## config.mk

```make
export PLATFORM = sky130hd
export DESIGN_NAME = id_ex_stage
export DESIGN_NICKNAME = d
export VERILOG_FILES = /design/src/rtl/id_ex_stage.sv
export SDC_FILE = /design/constraint.sdc
export NUM_CORES = 1
export LEC_CHECK = 0
export CAP_MARGIN = 40
export CELL_PAD_IN_SITES_DETAIL_PLACEMENT = 1
export CELL_PAD_IN_SITES_GLOBAL_PLACEMENT = 1
export CORE_ASPECT_RATIO = 1.1
export CORE_MARGIN = 3
export CORE_UTILIZATION = 29
export DETAILED_ROUTE_END_ITERATION = 16
export PLACE_DENSITY = 0.75
export SKIP_LAST_GASP = 1
export SLEW_MARGIN = 25
export SYNTH_ARGS = -nofsm -noshare
export SYNTH_HDL_FRONTEND = slang
export SYNTH_SLANG_ARGS = --single-unit
```

## constraint.sdc

```tcl
create_clock -name clk -period 4.65 [get_ports clk]
set_input_delay 0.93 -clock clk [delete_from_list [all_inputs] [get_ports clk]]
set_output_delay 0.93 -clock clk [all_outputs]
set_load 0.02 [all_outputs]
```

## src/rtl/id_ex_stage.sv

```systemverilog
// ---------------------------------------------------------------------------
// id_ex_stage
//
// Pipeline register between decode (ID) and execute (EX), plus the operand
// forwarding muxes that sit at the front of EX. The register set is loaded
// from the decode slot each cycle. It can hold (stall) or be turned into a
// bubble (flush). The A/B/store-data operands are resolved combinationally
// against results still in flight in MEM and WB.
//
// Ports
//   clk, reset       rising-edge clock, asynchronous active-high reset
//   stall            hold the EX contents (rs/rt data still track forwarding)
//   flush            turn the EX slot into a bubble; wins over stall
//   id_*             decode-side instruction fields to capture
//   mem_RegWrite, mem_rd, mem_result   producer currently in MEM
//   wb_RegWrite,  wb_rd,  wb_result    producer currently in WB
//   ex_valid, ALUctl, Shamt, ex_rd, ex_RegWrite   captured control fields
//   A, B, ex_store_data                           forwarded operands
// ---------------------------------------------------------------------------
module id_ex_stage #(
  parameter int DATA_W = 32
) (
  input  logic              clk,
  input  logic              reset,
  input  logic              stall,
  input  logic              flush,
  input  logic              id_valid,
  input  logic [3:0]        id_ALUctl,
  input  logic [DATA_W-1:0] id_rs_data,
  input  logic [DATA_W-1:0] id_rt_data,
  input  logic [DATA_W-1:0] id_imm,
  input  logic              id_ALUSrc,
  input  logic [4:0]        id_Shamt,
  input  logic [4:0]        id_rs,
  input  logic [4:0]        id_rt,
  input  logic [4:0]        id_rd,
  input  logic              id_RegWrite,
  input  logic              mem_RegWrite,
  input  logic [4:0]        mem_rd,
  input  logic [DATA_W-1:0] mem_result,
  input  logic              wb_RegWrite,
  input  logic [4:0]        wb_rd,
  input  logic [DATA_W-1:0] wb_result,
  output logic              ex_valid,
  output logic [3:0]        ALUctl,
  output logic [DATA_W-1:0] A,
  output logic [DATA_W-1:0] B,
  output logic [4:0]        Shamt,
  output logic [4:0]        ex_rd,
  output logic              ex_RegWrite,
  output logic [DATA_W-1:0] ex_store_data
);

  logic              valid_q;
  logic [3:0]        alu_ctl_q;
  logic [DATA_W-1:0] rs_data_q;
  logic [DATA_W-1:0] rt_data_q;
  logic [DATA_W-1:0] imm_q;
  logic              alu_src_q;
  logic [4:0]        shamt_q;
  logic [4:0]        rs_q;
  logic [4:0]        rt_q;
  logic [4:0]        rd_q;
  logic              reg_write_q;

  logic [DATA_W-1:0] fwd_rs;
  logic [DATA_W-1:0] fwd_rt;

  // Forwarding: MEM is the younger producer, so it is checked first.
  // Register 0 is hard-wired to zero and is never forwarded.
  always_comb begin
    fwd_rs = rs_data_q;
    if (mem_RegWrite && (mem_rd == rs_q) && (rs_q != 5'd0)) begin
      fwd_rs = mem_result;
    end else if (wb_RegWrite && (wb_rd == rs_q) && (rs_q != 5'd0)) begin
      fwd_rs = wb_result;
    end

    fwd_rt = rt_data_q;
    if (mem_RegWrite && (mem_rd == rt_q) && (rt_q != 5'd0)) begin
      fwd_rt = mem_result;
    end else if (wb_RegWrite && (wb_rd == rt_q) && (rt_q != 5'd0)) begin
      fwd_rt = wb_result;
    end
  end

  // EX register set. During a stall the rs/rt data registers soak up the
  // forwarded values so a producer that retires from WB while we wait is
  // not lost once it drops off the forwarding path. A flush only kills
  // the fields that could cause side effects; the rest are left as-is.
  always_ff @(posedge clk or posedge reset) begin
    if (reset) begin
      valid_q     <= 1'b0;
      alu_ctl_q   <= '0;
      rs_data_q   <= '0;
      rt_data_q   <= '0;
      imm_q       <= '0;
      alu_src_q   <= 1'b0;
      shamt_q     <= '0;
      rs_q        <= '0;
      rt_q        <= '0;
      rd_q        <= '0;
      reg_write_q <= 1'b0;
    end else if (flush) begin
      valid_q     <= 1'b0;
      alu_ctl_q   <= '0;
      reg_write_q <= 1'b0;
    end else if (stall) begin
      rs_data_q   <= fwd_rs;
      rt_data_q   <= fwd_rt;
    end else begin
      valid_q     <= id_valid;
      alu_ctl_q   <= id_ALUctl;
      rs_data_q   <= id_rs_data;
      rt_data_q   <= id_rt_data;
      imm_q       <= id_imm;
      alu_src_q   <= id_ALUSrc;
      shamt_q     <= id_Shamt;
      rs_q        <= id_rs;
      rt_q        <= id_rt;
      rd_q        <= id_rd;
      // An invalid decode slot must never be allowed to write back.
      reg_write_q <= id_valid & id_RegWrite;
    end
  end

  assign ex_valid      = valid_q;
  assign ALUctl        = alu_ctl_q;
  assign Shamt         = shamt_q;
  assign ex_rd         = rd_q;
  assign ex_RegWrite   = reg_write_q;
  assign A             = fwd_rs;
  assign B             = alu_src_q ? imm_q : fwd_rt;
  assign ex_store_data = fwd_rt;

endmodule

```

; ---- After elaboration in Yosys (flattened, before gate mapping)
; Cells that the tools add are included.
; W data, S select, Z words.
[classes]
bitwise = 3
reduce_logical = 11
n_eq_ne = 5
mux = 13
[op_table]
columns = cell, count
row1 = $mux W32, 7
row2 = $eq A5 B5 Y1, 4
row3 = $reduce_bool A5 Y1, 2
row4 = $logic_and A1 B1 Y1, 8
row5 = $mux W4, 2
row6 = $mux W1, 4
row7 = $ne A2 B1 Y1 const B, 1
row8 = $not A1 Y1, 2
row9 = $reduce_and A2 Y1, 1
row10 = $and A1 B1 Y1, 1
[word_totals]
in_bits = 203
register_bits = 123
word_cells = 43
out_inout_bits = 112

; ---- Longest topological paths before layout
; Gate-level depths: netlist of the first run.
[depth]
depth_word = 6
mapped_depth = 7
ltp_nobuf = 5

; ---- Worst setup path after synthesis of the first run
; No wires, ideal clock.
[synth_path]
path_type = input to output
startpoint = in wb_rd[1]
endpoint = out B[31]
path_slack_ps = 1155
path_buffers = 2
t_arrival_ps = 2565
t_required_ps = 3720
stages = 7
path_cell_list = or2_2 -> o21ai_1 -> and3_1 -> buf_2 -> buf_6 -> mux2i_1 -> a221oi_1
[synth_between]
elab_chain_len = 6
[synth_lines]
columns = item, line_no
row1 = "start, declared", 42  ; input logic [4:0] wb_rd,
row2 = $eq A5 B5 Y1, 82  ; end else if (wb_RegWrite && (wb_rd == rt_q) && (rt_q != 5'd0)) begin
row3 = $logic_and A1 B1 Y1 (2 in a row), 82
row4 = $mux W32, 82
row5 = $mux W32, 80  ; if (mem_RegWrite && (mem_rd == rt_q) && (rt_q != 5'd0)) begin
row6 = $mux W32, 133  ; assign B = alu_src_q ? imm_q : fwd_rt;
row7 = "end, declared", 47  ; output logic [DATA_W-1:0] B,
; No other way between the ends.

; ---- Worst setup path after layout of the first run
[layout_path]
startpoint = in wb_rd[3]
endpoint = out B[31]
; Same word-level chain as after synthesis.

==> flow_metrics.py, run 1 <==
metrics = {
    "critical_path": {
        "critPathCaptureType": "output pin",
        "crit_fanout": 15,
        "startpoint_to_endpoint_class_of_the_critical_path": "input pin to output pin",
        "cell_by_cell_listing_of_the_critical_path": "clkdlybuf4s50_1 -> xor2_1 -> nor3_1 -> and3_2 -> buf_12 -> mux2i_1 -> a221oi_1 -> clkdlybuf4s50_1",
        "crit_family": "buffers and inverters",
        "cpPeakStageDelay_ps": 660,
        "r2r_cells": 6,
        "cp-start-kind": "input pin",
        "slowest_cell_on_crit_path": "clkdlybuf4s50_1",
        "critical_path_depth": 8,
        "worst-path-buf-inv": 3,
        "crit_arrival_ps": 3580,
        "required_time_worst_endpoint_ps": 3720,
        "critPathMostFrequentCell": "clkdlybuf4s50_1",
    },
    "sta": {
        "maxSlewHeadroom": 0.445,
        "rsz0062_at_grt": "false",
        "setup_viol": 0,
        "hold_violations": 0,
        "final.hold.worst_slack_ps": 510,
        "post-route-period-util": 0.971,
        "tns_ps": 0,
        "worst-slew-pin-transition_ps": 832,
        "max_freq_mhz": 222,
        "slew_viol_final": 0,
        "clock_skew_after_layout_ps": 16.0,
        "fin_crit_ps": 4510,
    },
    "grt": {
        "first_global_vias": 8553,
        "largest_net_degree_at_the_start_of_global_routing": 81,
        "grt_overflow": 0,
        "track_usage": 0.224,
        "grt_first_pass_wirelength_um": 49800,
        "antenna_violations_before_repair": 2,
    },
    "route": {
        "routedWlPerCell_um": 21.5,
        "drt-vias-per-instance": 5.39,
        "final_antenna_violating_net_count": 0,
        "dr_total_vias": 7933,
        "dr.pass1.iters": 5,
        "totalWireLength_um": 31700,
        "drt_first_iter_violations": 419,
        "detail_route.drc_violations": 0,
    },
    "clock_network": {
        "cts_made_buffers": 17,
        "cts.path.max_buffers": 2,
        "insertion_delay_ps": 420,
        "clock_tree.htree_level_count": 4,
        "cts_setup_buffers": 0,
        "cts_resized": 0,
        "root_buffer": "clkbuf_16",
        "worst_setup_hold_path_clk_slew_ps": 70,
        "postCtsHoldBufs": 0,
        "cts_tree": "yes",
        "tritoncts_num_sinks": 123,
    },
    "die": {
        "floorplan.core_area_mm2": 0.0253,
        "num_rows": 61,
        "start_util": 0.296,
        "die_w_um": 159,
        "floorplan.die_area_mm2": 0.0279,
        "die_height_um": 175,
        "ioPinCount": 315,
    },
    "yosys": {
        "netlist_instances": 831,
        "synth.area.mux_share": 0.122,
        "async_flop_share": 1.00,
        "number_of_enable_flip_flop_cells_after_synthesis": 0,
        "avgSynthCellArea_um2": 9.03,
        "yosysWarningCount": 0,
        "synth_sequential_area_ratio": 0.410,
        "xor_xnor_share_of_the_synthesized_area": 0.0210,
        "synthSimpleGateAreaFrac": 0.0930,
        "ys_seq_elements": 123,
        "synthFlopType": "dfrtp_1",
        "post_synth_fa_ha_maj_area_fraction": 0,
        "synth_compound_area_frac": 0.278,
        "synthesis.area_mm2": 0.00751,
        "yosysUniqueCellTypes": 38,
        "largest_family_of_logic_cells_by_synthesized_area": "compound AO/OA/AOI/OAI gates",
        "net_count_of_the_mapped_netlist": 1034,
    },
    "cells_and_area": {
        "post_route_utilization": 0.459,
        "most_frequent_standard_cell_in_the_layout_excluding_fill_and_tap_cells": "clkdlybuf4s50_1",
        "post_route_cells_drive_above_1_share": 0.0880,
        "fillers": 2921,
        "finish.net_count": 1315,
        "register_area_mm2": 0.00308,
        "multiInputGateArea_mm2": 0.00391,
        "layout.cells.most_common_list": "clkdlybuf4s50_1, dfrtp_1, o21ai_0, nor2_1, mux2i_1",
        "final_area_mm2": 0.0116,
        "area.growth.synth_to_final_pct": 54.8,
    },
    "run_status": {
        "outcome": "finished, final reports clean",
    },
    "power": {
        "max-vdd-ir-drop_mv": 0.197,
        "power.density_mw_per_mm2": 354,
        "total_leakage_power_nw": 4.81,
    },
    "worst_hold_path": {
        "min_path_cells": 1,
        "min_path_type": "flip-flop to flip-flop",
    },
    "place": {
        "port_buffers": 314,
        "place.detailed.hpwl_um": 22500,
        "post_dp_cell_area_mm2": 0.0110,
        "gpl.final_weighted_congestion": 0.778,
    },
    "run": {
        "drv_cap": 0,
    },
}
==> state kept, by name (all words and copies together), names as in the netlist <==
register	count
ALUctl	4
Shamt	5
alu_src_q	1
ex_RegWrite	1
ex_rd	5
ex_valid	1
imm_q	32
rs_data_q	32
rs_q	5
rt_data_q	32
rt_q	5
==> power by group <==
part           leakage (nW)  switching [mW]  internal, mW
combinational          3.02           0.759         0.734
clock                 0.275           0.556         0.744
sequential             1.52           0.101          1.22
==> cells by family (layout without fill, tap and decap cells) <==
family | count (synthesis) | after routing
flip-flops | 123 | 123
buffers and inverters | 114 | 408
AND/OR/NAND/NOR | 162 | 162
XOR/XNOR | 18 | 18
multiplexers | 89 | 89
AO/OA/AOI/OAI | 325 | 325
other | 0 | 1
==> synthesized netlist by cell type (2+ instances only) <==
cell / number / area [um^2]
dfrtp_1: 123 / 3080
nor2_1: 76 / 285
o21ai_0: 74 / 370
mux2i_1: 67 / 671
a31oi_1: 64 / 400
a21oi_1: 63 / 315
a22o_1: 61 / 534
clkbuf_1: 55 / 206
nand2_1: 40 / 150
inv_1: 35 / 131
nor3_1: 31 / 155
a221oi_1: 30 / 263
mux2_2: 22 / 248
o21ai_1: 21 / 105
xor2_1: 12 / 105
buf_2: 8 / 40.0
buf_6: 7 / 78.8
xnor2_1: 6 / 52.6
o31ai_1: 4 / 30.0
a211oi_1: 3 / 22.5
buf_1: 3 / 11.3
buf_12: 3 / 60.1
clkbuf_8: 3 / 41.3
nor4_1: 3 / 18.8
a22oi_1: 2 / 15.0
and2_1: 2 / 12.5
nand2b_1: 2 / 12.5
==> metal layers <==
metal	part of all wire	vias to the layer above	GRT usage
li1	-	3643	-
met1	0.43	4010	0.283
met2	0.51	245	0.393
met3	0.051	33	0.0486
met4	0.015	2	0.0522
met5	0.00038	-	0
==> worst reg2reg max path, cell delays in order (launching register included) <==
cell and delay, ps:
dfrtp_1 440, or4_4 600, o2111ai_4 220, buf_4 440
nand2_2 340, buf_4 330, o21ai_0 220
==> stage by stage <==
stage / power, mW / std cells / setup slack [ps]
finish: 4.11 / 1472 / 136
global route: 4.32 / 1472 / 1.73
CTS: 4.16 / 1471 / 51.8
detailed placement: 2.83 / 1439 / 52.1
global placement: 2.80 / 1436 / 159
floorplan: 2.07 / 831 / 449
==> final cells by class <==
| type | instances | area share |
|---|---|---|
| multi-input combinational | 594 | 0.337 |
| timing repair buffer | 341 | 0.300 |
| sequential | 123 | 0.265 |
| tap | 346 | 0.0373 |
| clock buffer | 17 | 0.0366 |
| clock inverter | 15 | 0.0120 |
| inverter | 35 | 0.0117 |
| antenna | 1 | 0.000215 |
==> path summary, 6_finish.rpt <==
check | end | slack [ps] | startpoint
hold / removal | Shamt[4]$_DFFE_PP0P_ | 510 | Shamt[4]$_DFFE_PP0P_
setup / recovery | B[31] | 140 | wb_rd[3]
hold reg to reg | Shamt[4]$_DFFE_PP0P_ | 510 | Shamt[4]$_DFFE_PP0P_
max in group asynchronous | alu_src_q$_DFFE_PP0P_ | 3030 | reset
min in group asynchronous | imm_q[25]$_DFFE_PP0P_ | 900 | reset
setup reg to reg | rs_data_q[7]$_DFFE_PP0N_ | 1970 | rs_q[0]$_DFFE_PP0P_
Note: power is estimated with default switching activity, not from simulation.
==> run 2: changes to the inputs <==
Settings changed: GPL_TIMING_DRIVEN set to 0, RECOVER_POWER set to 100.
==> flow_metrics.py, run 2 (same netlist as run 1, synthesis figures left out) <==
metrics = {
    "run_status": {
        "outcome": "finished with violations",
        "violations": "max-capacitance violations, max-slew violations",
    },
    "route": {
        "dr_total_vias": 8281,
        "drt-vias-per-instance": 5.43,
        "totalWireLength_um": 36900,
        "drt_first_iter_violations": 460,
        "dr.pass1.iters": 6,
        "routedWlPerCell_um": 24.2,
        "final_antenna_violating_net_count": 0,
        "detail_route.drc_violations": 0,
    },
    "critical_path": {
        "crit_arrival_ps": 3680,
        "slowest_cell_on_crit_path": "clkdlybuf4s50_1",
        "crit_fanout": 10,
        "register_to_register_setup_slack_ps": 2210,
        "critPathCaptureType": "output pin",
        "critPathMostFrequentCell": "clkdlybuf4s50_1",
        "required_time_worst_endpoint_ps": 3720,
        "worst-path-buf-inv": 4,
        "crit_family": "buffers and inverters",
        "startpoint_to_endpoint_class_of_the_critical_path": "input pin to output pin",
        "cpPeakStageDelay_ps": 650,
        "cp-start-kind": "input pin",
        "cell_by_cell_listing_of_the_critical_path": "clkdlybuf4s50_1 -> xor2_1 -> nor4_2 -> and2_1 -> buf_2 -> nor2_1 -> clkbuf_2 -> a221oi_2 -> clkdlybuf4s50_1",
    },
    "place": {
        "dp_slack_ps": -245,
        "port_buffers": 314,
        "gpl.final_weighted_congestion": 0.842,
        "placedCellCount": 1492,
        "place.detailed.hpwl_um": 27000,
    },
    "sta": {
        "hold_violations": 0,
        "rsz0062_at_grt": "true",
        "setup_viol": 0,
        "clock_skew_after_layout_ps": 9.95,
        "worst-slew-pin-transition_ps": 2530,
        "fin_crit_ps": 4610,
        "post-route-period-util": 0.992,
        "timing.final.ws_setup_ps": 36.2,
        "max_freq_mhz": 217,
        "maxSlewHeadroom": -0.693,
        "slew_viol_final": 53,
    },
    "clock_network": {
        "postCtsHoldBufs": 0,
        "clock_tree.htree_level_count": 4,
        "worst_setup_hold_path_clk_slew_ps": 70,
        "cts_made_buffers": 17,
        "root_buffer": "clkbuf_16",
        "cts_tree": "yes",
        "insertion_delay_ps": 420,
        "tritoncts_num_sinks": 123,
        "cts.path.max_buffers": 2,
    },
    "grt": {
        "grt_first_pass_wirelength_um": 56100,
        "track_usage": 0.261,
        "antenna_violations_before_repair": 1,
        "first_global_vias": 9175,
        "grt_overflow": 0,
        "largest_net_degree_at_the_start_of_global_routing": 73,
    },
    "worst_hold_path": {
        "min_path_type": "flip-flop to flip-flop",
    },
    "cells_and_area": {
        "largestRegisters": "imm_q (32), rs_data_q (32), rt_data_q (32)",
        "finish.net_count": 1369,
        "layout.cells.most_common_list": "clkdlybuf4s50_1, dfrtp_1, o21ai_0, clkbuf_1, nor2_1",
        "area.growth.synth_to_final_pct": 54.0,
        "most_frequent_standard_cell_in_the_layout_excluding_fill_and_tap_cells": "clkdlybuf4s50_1",
        "post_route_cells_drive_above_1_share": 0.0789,
        "non_filler_cells_in_the_finished_layout": 1526,
    },
    "power": {
        "total_leakage_power_nw": 4.74,
        "power.density_mw_per_mm2": 355,
        "max-vdd-ir-drop_mv": 0.247,
    },
    "die": {
        "floorplan.die_area_mm2": 0.0279,
        "ioPinCount": 315,
        "floorplan.core_area_mm2": 0.0253,
        "die_height_um": 175,
        "die_w_um": 159,
        "num_rows": 61,
        "start_util": 0.296,
    },
    "run": {
        "drv_cap": 1,
    },
}
run 2: cell types whose count changed in the layout (fill, tap and decap cells not counted), sizes merged:
| cell | previous run | this run |
|---|---|---|
| dlygate4sd2 | 0 | 7 |
| clkdlybuf4s50 | 307 | 264 |
| dlymetal6s2s | 6 | 0 |
| clkinvlp | 2 | 4 |
| clkinv | 7 | 5 |
| clkbuf | 17 | 104 |
| dlygate4sd3 | 0 | 21 |
| buf | 28 | 16 |
run 2: layout make-up:
class                      count  area, um^2
timing repair buffer         316        3020
sequential                   123        3080
buffer                        79         442
antenna                        1        2.50
tap                          346         433
clock buffer                  17         425
multi-input combinational    594        3890
inverter                      35         133
fill                        2967       13800
clock inverter                15         138
run 2: report_power, final:
part	switching [mW]	internal (mW)	leakage [nW]
clock	0.578	0.744	0.271
sequential	0.0828	1.22	1.52
combinational	0.827	0.658	2.95
total	1.49	2.62	4.74
run 2: per-stage QoR:
step | hold WS, ps | utilization | TNS (ps) | power [mW] | cell area (um^2)
finish | 503 | 0.456 | 0 | 4.11 | 11600
global route | 521 | 0.456 | -71.0 | 4.30 | 11600
CTS | 514 | 0.462 | 0 | 4.20 | 11700
detailed placement | 499 | 0.439 | -5650 | 2.87 | 11100
global placement | 491 | 0.437 | -237600 | 2.84 | 11100
floorplan | 481 | - | 0 | 2.07 | 7510
run 2: timing repair:
action	in CTS	in global routing
setup buffers	0	0
resized for setup	17	28
setup endpoints to repair	32	33
run 2: worst paths after layout:
kind | start | to | depth (start not counted)
max | mem_rd[4] | B[19] | 9
min | Shamt[0]$_DFFE_PP0P_ | Shamt[0]$_DFFE_PP0P_ | 1
max reg2reg | rs_q[4]$_DFFE_PP0P_ | rs_data_q[26]$_DFFE_PP0N_ | 6
min reg2reg | Shamt[0]$_DFFE_PP0P_ | Shamt[0]$_DFFE_PP0P_ | 1
max in group asynchronous | reset | rt_data_q[5]$_DFFE_PP0N_ | 3
min in group asynchronous | reset | rt_data_q[25]$_DFFE_PP0N_ | 2
run 2: layer usage:
metal  track usage  vias up  part of all wire
met5             0        -                 0
met4        0.0835        0             0.024
met3        0.0571       56             0.052
met2         0.445      299              0.49
met1         0.330     4171              0.43
li1              -     3755                 -
